$ cat config.mk
export PLATFORM = sky130hd
export DESIGN_NAME = mpy_32_16_ctrl
export DESIGN_NICKNAME = d
export VERILOG_FILES = /design/src/rtl/mpy_32_16_ctrl.sv
export SDC_FILE = /design/constraint.sdc
export NUM_CORES = 1
export LEC_CHECK = 0
export BUFFER_PORTS_ARGS = -buffer_cell sky130_fd_sc_hd__clkbuf_2
export CAP_MARGIN = 30
export CORE_UTILIZATION = 42
export DETAILED_ROUTE_END_ITERATION = 16
export PLACE_DENSITY = 0.87
export SKIP_LAST_GASP = 1
export SYNTH_ARGS = -nofsm -noshare
export SYNTH_HDL_FRONTEND = slang
export SYNTH_SLANG_ARGS = --single-unit
$ cat constraint.sdc
create_clock -name clock -period 1.5 [get_ports clock]
set_input_delay 0.225 -clock clock [delete_from_list [all_inputs] [get_ports clock]]
set_output_delay 0.225 -clock clock [all_outputs]
set_load 0.005 [all_outputs]
$ cat src/rtl/mpy_32_16_ctrl.sv
// Sequencer for Mpy_32_16 on a shared L_mult/mult/L_mac operator bus.
// Steps through one operator per granted cycle and accumulates into registered results.
module mpy_32_16_ctrl #(
    parameter int unsigned TIMEOUT = 255
) (
    input  logic        clock,
    input  logic        reset,
    input  logic        start,
    input  logic [31:0] var1,
    input  logic [15:0] var2,
    output logic        busy,
    output logic        done,
    output logic        err,
    output logic        ovf,
    output logic [31:0] out,
    output logic        op_req,
    input  logic        op_gnt,
    output logic [15:0] L_mult_outa,
    output logic [15:0] L_mult_outb,
    input  logic [31:0] L_mult_in,
    input  logic        L_mult_overflow,
    output logic [15:0] mult_outa,
    output logic [15:0] mult_outb,
    input  logic [15:0] mult_in,
    input  logic        mult_overflow,
    output logic [15:0] L_mac_outa,
    output logic [15:0] L_mac_outb,
    output logic [31:0] L_mac_outc,
    input  logic [31:0] L_mac_in,
    input  logic        L_mac_overflow
);

    localparam int unsigned CNT_W = 8;
    localparam logic [CNT_W-1:0] TMO_LAST = CNT_W'(TIMEOUT - 1);

    typedef enum logic [2:0] {
        S_IDLE = 3'd0,
        S_REQ  = 3'd1,
        S_MULT = 3'd2,
        S_MPY  = 3'd3,
        S_MAC  = 3'd4,
        S_DONE = 3'd5
    } state_t;

    state_t           state_q, state_d;
    logic [31:0]      v1_q, v1_d;
    logic [15:0]      v2_q, v2_d;
    logic [31:0]      acc_q, acc_d;
    logic [15:0]      prod_q, prod_d;
    logic [31:0]      out_q, out_d;
    logic             ovf_q, ovf_d;
    logic [CNT_W-1:0] cnt_q, cnt_d;
    logic             done_q, done_d;
    logic             err_q, err_d;
    logic             timeout_c;

    // Grant wins over timeout when both happen in the last allowed request cycle.
    assign timeout_c = (state_q == S_REQ) && !op_gnt && (cnt_q == TMO_LAST);

    always_ff @(posedge clock) begin
        if (reset) begin
            state_q <= S_IDLE;
        end else begin
            state_q <= state_d;
        end
    end

    always_comb begin
        state_d = state_q;
        case (state_q)
            S_IDLE: if (start) state_d = S_REQ;
            S_REQ: begin
                if (op_gnt)         state_d = S_MULT;
                else if (timeout_c) state_d = S_IDLE;
            end
            S_MULT: if (op_gnt) state_d = S_MPY;
            S_MPY:  if (op_gnt) state_d = S_MAC;
            S_MAC:  if (op_gnt) state_d = S_DONE;
            S_DONE: state_d = S_IDLE;
            default: state_d = S_IDLE;
        endcase
    end

    always_ff @(posedge clock) begin
        if (reset) begin
            v1_q   <= '0;
            v2_q   <= '0;
            acc_q  <= '0;
            prod_q <= '0;
            out_q  <= '0;
            ovf_q  <= 1'b0;
            cnt_q  <= '0;
            done_q <= 1'b0;
            err_q  <= 1'b0;
        end else begin
            v1_q   <= v1_d;
            v2_q   <= v2_d;
            acc_q  <= acc_d;
            prod_q <= prod_d;
            out_q  <= out_d;
            ovf_q  <= ovf_d;
            cnt_q  <= cnt_d;
            done_q <= done_d;
            err_q  <= err_d;
        end
    end

    // Datapath capture: each stage latches its unit result only on a granted cycle.
    always_comb begin
        v1_d   = v1_q;
        v2_d   = v2_q;
        acc_d  = acc_q;
        prod_d = prod_q;
        out_d  = out_q;
        ovf_d  = ovf_q;
        cnt_d  = cnt_q;
        done_d = 1'b0;
        err_d  = 1'b0;
        case (state_q)
            S_IDLE: begin
                cnt_d = '0;
                if (start) begin
                    v1_d  = var1;
                    v2_d  = var2;
                    ovf_d = 1'b0;
                end
            end
            S_REQ: begin
                cnt_d = cnt_q + CNT_W'(1);
                err_d = timeout_c;
            end
            S_MULT: begin
                if (op_gnt) begin
                    acc_d = L_mult_in;
                    ovf_d = ovf_q | L_mult_overflow;
                end
            end
            S_MPY: begin
                if (op_gnt) begin
                    prod_d = mult_in;
                    ovf_d  = ovf_q | mult_overflow;
                end
            end
            S_MAC: begin
                if (op_gnt) begin
                    out_d  = L_mac_in;
                    ovf_d  = ovf_q | L_mac_overflow;
                    done_d = 1'b1;
                end
            end
            default: ;
        endcase
    end

    // Operand buses stay at zero unless this state owns the unit and holds the grant.
    always_comb begin
        busy        = (state_q != S_IDLE);
        op_req      = (state_q == S_REQ) || (state_q == S_MULT) ||
                      (state_q == S_MPY) || (state_q == S_MAC);
        L_mult_outa = '0;
        L_mult_outb = '0;
        mult_outa   = '0;
        mult_outb   = '0;
        L_mac_outa  = '0;
        L_mac_outb  = '0;
        L_mac_outc  = '0;
        if (op_gnt) begin
            case (state_q)
                S_MULT: begin
                    L_mult_outa = v1_q[31:16];
                    L_mult_outb = v2_q;
                end
                S_MPY: begin
                    mult_outa = v1_q[15:0];
                    mult_outb = v2_q;
                end
                S_MAC: begin
                    L_mac_outa = prod_q;
                    L_mac_outb = 16'd1;
                    L_mac_outc = acc_q;
                end
                default: ;
            endcase
        end
    end

    assign done = done_q;
    assign err  = err_q;
    assign ovf  = ovf_q;
    assign out  = out_q;

endmodule

Yosys cells after proc, flatten, opt, wreduce, memory -nomap -nowiden
Cells that the tools add are included.

Register bits after elaboration: 142. Output and inout bits: 165. Word-level logic and storage cells: 72.

$add $sub $neg: 1. Eq/ne operators: 10. Multiplexer cells: 28. Bitwise logic cells: 5. Reduce and logical (&&, ||, !) cells: 18.

Operators with widths (count): 16-bit two-way mux (10); 32-bit two-way mux (2); 3-bit two-way mux (6); 8-bit case mux with 2 select lines (1); 3-bit case mux with 5 select lines (1); 5-bit AND reduction (2); 8-bit by 1-bit adder with 8-bit output (second input constant) (1); 8-bit equality test (second input constant) (1); 2-bit inequality test (second input constant) (4); 2-bit AND reduction (4); 1-bit two-way mux (7); 3-bit by 2-bit equality test with 1-bit output (second input constant) (2); 1-bit case mux with 4 select lines (1); 4-bit nonzero test (1); 2-bit OR reduction (2); 3-bit by 1-bit equality test with 1-bit output (second input constant) (1); 3-bit equality test (second input constant) (1); 3-bit zero test (1); 1-bit logical OR (3); 3-bit inequality test (second input constant) (1); 1-bit bitwise OR (3); 3-bit nonzero test (1); 1-bit logical AND (2); 1-bit NOT (2); other kinds (2) (2).

Longest topological paths before layout
Word-level depth: 6. Depth in mapped cells: 8.

Least setup slack after synthesis
No wires, ideal clock.

Kind: reg-to-output. Start: register state_q[1]. End: output port mult_outa[10]. Arrival: 1.315 ns. Required time: 1.275 ns. Path slack: -0.040 ns. Cell stages (with the launch flop): 7. Path buffers: 3. Path through: dfxtp_1 -> buf_4 -> nand2_1 -> nor2_1 -> buf_2 -> clkbuf_1 -> and2_1.

Cells in the longest elaborated chain, start to end: 3.

Ends and longest elaborated chain: start, declared (RTL line 45) `state_t state_q, state_d;`; start signal, assigned (RTL line 64) `state_q <= state_d;`; 3-bit by 2-bit equality test with 1-bit output (RTL line 168) `case (state_q)`; 16-bit two-way mux (RTL line 168); 16-bit two-way mux (RTL line 167) `if (op_gnt) begin`; end, declared (RTL line 22) `output logic [15:0] mult_outa,`.

No other way between the ends.

Worst setup path in the final report
Start: register state_q[2]. End: output port L_mult_outa[8].

Cells in the longest elaborated chain, start to end: 3.

Ends and longest elaborated chain: 3-bit by 2-bit equality test with 1-bit output (RTL line 168); 16-bit two-way mux (RTL line 168); 16-bit two-way mux (RTL line 167); end, declared (RTL line 18) `output logic [15:0] L_mult_outa,`.

No other way between the ends.

==> impl_results.md <==
- Clk sinks: 142
- Synthesized area: 0.006025 sq mm
- Final WL: 18.84 mm
- Fraction of layout instances using a drive strength above 1: 39.05%
- Number of buffer cells added on primary ports: 284
- Count of distinct cell types in the synthesized netlist: 42
- CTS Root Cell: sky130_fd_sc_hd__clkbuf_16
- Type of the worst setup path: register to primary output
- Antenna cells: 0
- Top area cells in the synthesized netlist: sky130_fd_sc_hd__dfxtp_1 (47%), sky130_fd_sc_hd__nand2_1 (17%), sky130_fd_sc_hd__and2_1 (12%)
- Final setup vio count: 179
- CP arrival: 1670 ps
- Initial antenna violation count: 0
- Final standard cell count with taps included and fillers excluded: 1276
- Area grow syn2layout: 48.97%
- Proportion of synthesized chip area in sequential cells: 47.19%
- Power dissipated by switching net loads: 2.260 mW
- Sequential Power Share: 42.6%
- Final weighted congestion in routability-driven placement: 0.8415
- Max-slew violation count: 0
- Vias post-DR: 6307
- Clock tree from TritonCTS: built
- Library cell occupying the most area in the post-synthesis netlist: sky130_fd_sc_hd__dfxtp_1
- Post-synthesis cell count: 790
- Status: finished, violations left
- Total CTS buffers: 17
- Mean number of vias per cell: 4.943
- Yosys reg bits: 142
- Highest clock frequency the design can meet: 0.5285 GHz
- Endpoint class of the critical path: primary output
- Critical Path RT: 1270 ps
- Number of enable flip-flop cells after synthesis: 0
- Clock insertion delay at the later pin of the skew report: 420 ps
- Leakage power: 4.041 nW
- Number of max-cap violations: 0
- Clock share of power: 47.3%
- Buffer levels on the longest clock path: 2
- Maximum number of pins on one net before global-route repair: 70
- Path category of the worst min-delay check: primary input to register
- Number of levels in the clock H-tree: 4
- Maximum resistive drop on vdd: 718.3 uV
- Largest incremental delay on the critical path: 370 ps
- Die ar.: 0.01483 sq mm
- Async S/R FF share, synth: 0%
- Cell type of the slowest stage on the worst timing path: sky130_fd_sc_hd__dfxtp_4
- Worst setup margin: -392.3 ps
- Initial core utilization: 43.23%
- Global router's overall resource usage: 23.42%
- Final Cycle Share: 126.2%
- Placed wire-length estimate: 11.59 mm
- Number of global-route vias before repair: 5563
- Nets: 1220
- Remaining Overflow, GRT: 0
- # DRC: 0
- Mean cell area of the mapped netlist: 7.626 sq um
- Design area: 0.008975 sq mm
- X dimension of the die: 121.8 um
- Internal power of the cells: 7.146 mW
- Hold Fails Final Rpt: 0
- Total negative slack: -45070 ps
- Largest driver fanout on the critical path: 8
- Inst Count DP: 1221
- Area fraction of the dominant cell type after synthesis: 47.19%
- Switch share: 24.03%
- Setup repair after global routing missed its margin: true
- Count of pins on the block boundary: 300
- Detailed-router iteration count before antenna repair: 4
- Wirelength per Cell: 14.76 um
- Die height: 121.8 um
- Flip-flop cell with the highest count after synthesis: sky130_fd_sc_hd__dfxtp_1
- Pwr dens: 1048 mW/mm^2
- Register-to-register path setup slack: -230 ps
- ANT nets after route: 0
- Failing checks: setup timing
- Post-route minimum period: 1892 ps
- 1st-iter DRT viols: 370
- Floorplan core area: 0.01393 sq mm
- Number of rows created at floorplan: 43
- Critical-path cell list: buf_6 -> nor3_4 -> buf_6 -> clkbuf_16 -> and2_4 -> clkbuf_2
- Final worst clock skew: 8.969 ps
- Number of warning messages in the yosys log: 0
- Most frequent cell on the critical path: sky130_fd_sc_hd__buf_6
- Clock-pin slew reported for the worst setup and hold paths after clock tree synthesis: 60 ps
- Global-route wire length before repair: 26.93 mm
- Comb power frac: 10.1%
- Hold-fix buffer count after cts: 0
- Cell Area, Placed: 0.007684 sq mm
- Worst Setup Start Kind: register
## power by group through the flow
stage	combinational [mW]	sequential, mW	clock, mW
3_3_place_gp	0.817	4.08	0
6_report	0.949	4.01	4.45
5_1_grt	1.05	4.02	4.71
2_1_floorplan	0.517	4.05	0
4_1_cts	0.894	4.00	4.50
3_5_place_dp	0.835	4.08	0
## path summary, 6_finish.rpt
kind,start,end,depth (start not counted)
min,var1[30],v1_q[30]$_SDFFE_PP0P_,3
min reg2reg,acc_q[24]$_SDFFE_PP0P_,acc_q[24]$_SDFFE_PP0P_,2
max reg2reg,state_q[1]$_SDFFE_PP0P_,out[29]$_SDFFE_PP0P_,10
max,state_q[2]$_SDFFE_PP0P_,L_mult_outa[8],6
## registers in the layout, indices dropped and copies added, names as in the netlist
register / cells
acc_q: 32
out: 32
v1_q: 32
prod_q: 16
v2_q: 16
cnt_q: 8
state_q: 3
done: 1
err: 1
ovf: 1
## cell usage after synthesis, types with 3 or more instances
cell,number
sky130_fd_sc_hd__nand2_1,265
sky130_fd_sc_hd__dfxtp_1,142
sky130_fd_sc_hd__a21oi_1,136
sky130_fd_sc_hd__and2_1,113
sky130_fd_sc_hd__clkbuf_1,33
sky130_fd_sc_hd__buf_2,20
sky130_fd_sc_hd__buf_4,17
sky130_fd_sc_hd__nor2_1,7
sky130_fd_sc_hd__nor3_1,4
sky130_fd_sc_hd__or3_1,4
sky130_fd_sc_hd__a31oi_1,3
sky130_fd_sc_hd__buf_6,3
sky130_fd_sc_hd__inv_1,3
sky130_fd_sc_hd__nand3_1,3
sky130_fd_sc_hd__o21ai_0,3
## critical path: cells and delay by family (launching register included)
kind,cells,cell delay (ps)
simple gates,2,350
buf+inv,4,540
flops,1,370
## routing by layer
layer / GRT usage [%] / vias up / wire (um)
met2: 40.18 / 272 / 9340
met1: 27.15 / 2910 / 7686
met4: 9.954 / 0 / 526
li1: - / 3080 / -
met3: 6.554 / 45 / 1285
met5: 0 / - / 0
## placed cells by master, fill, tap and decap left out, types with 3 or more instances in the layout
cell type,count
sky130_fd_sc_hd__a21oi_1,130
sky130_fd_sc_hd__a21oi_2,6
sky130_fd_sc_hd__a31oi_1,3
sky130_fd_sc_hd__and2_1,83
sky130_fd_sc_hd__and2_4,30
sky130_fd_sc_hd__buf_12,11
sky130_fd_sc_hd__buf_4,28
sky130_fd_sc_hd__buf_6,33
sky130_fd_sc_hd__bufinv_16,4
sky130_fd_sc_hd__clkbuf_16,20
sky130_fd_sc_hd__clkbuf_2,256
sky130_fd_sc_hd__clkinvlp_4,3
sky130_fd_sc_hd__conb_1,15
sky130_fd_sc_hd__dfxtp_1,139
sky130_fd_sc_hd__dfxtp_4,3
sky130_fd_sc_hd__inv_1,3
sky130_fd_sc_hd__nand2_1,255
sky130_fd_sc_hd__nand2_2,6
sky130_fd_sc_hd__nand2_4,4
sky130_fd_sc_hd__nand3_1,3
sky130_fd_sc_hd__nor2_1,5
sky130_fd_sc_hd__nor3_1,3
sky130_fd_sc_hd__o21ai_0,3
sky130_fd_sc_hd__or3_1,4
## final cells by class
class	count	area, sq um
Fill cell	1089	4960
Multi-Input combinational cell	582	3009
Sequential cell	142	2854
Timing Repair Buffer	336	2238
Clock buffer	19	432.9
Tap cell	180	225.2
Clock inverter	13	187.7
Inverter	4	27.53
## metrics by stage
| stage | util (%) | hold WS, ps | power (mW) | setup slack [ps] |
|---|---|---|---|---|
| after floorplan | - | 300.9 | 4.564 | 9.290 |
| final | 64.41 | 25.04 | 9.405 | -392.3 |
| after detailed placement | 55.14 | 441.8 | 4.918 | -73.51 |
| after global placement | 55.14 | 437.1 | 4.897 | -50.76 |
| after CTS | 61.20 | 3.723 | 9.404 | -373.4 |
| after global routing | 64.41 | 16.95 | 9.780 | -451.5 |
## cells by family after synthesis
logic type,after synthesis,synth area share [%]
buffers and inverters,80,6.853
other,1,0.06225
AND/OR/NAND/NOR,412,31.86
XOR/XNOR,3,0.4362
adder cells (fa/ha/maj),2,0.4153
AO/OA/AOI/OAI,148,12.81
flip-flops,142,47.19
multiplexers,2,0.3738
## repair_timing
item	4_1_cts	5_1_grt
cloned	3	3
buffers inserted	11	7
gates resized for setup	21	107
pin swaps	3	26
setup endpoints to repair	201	220
(Power assumes the default switching activity.)
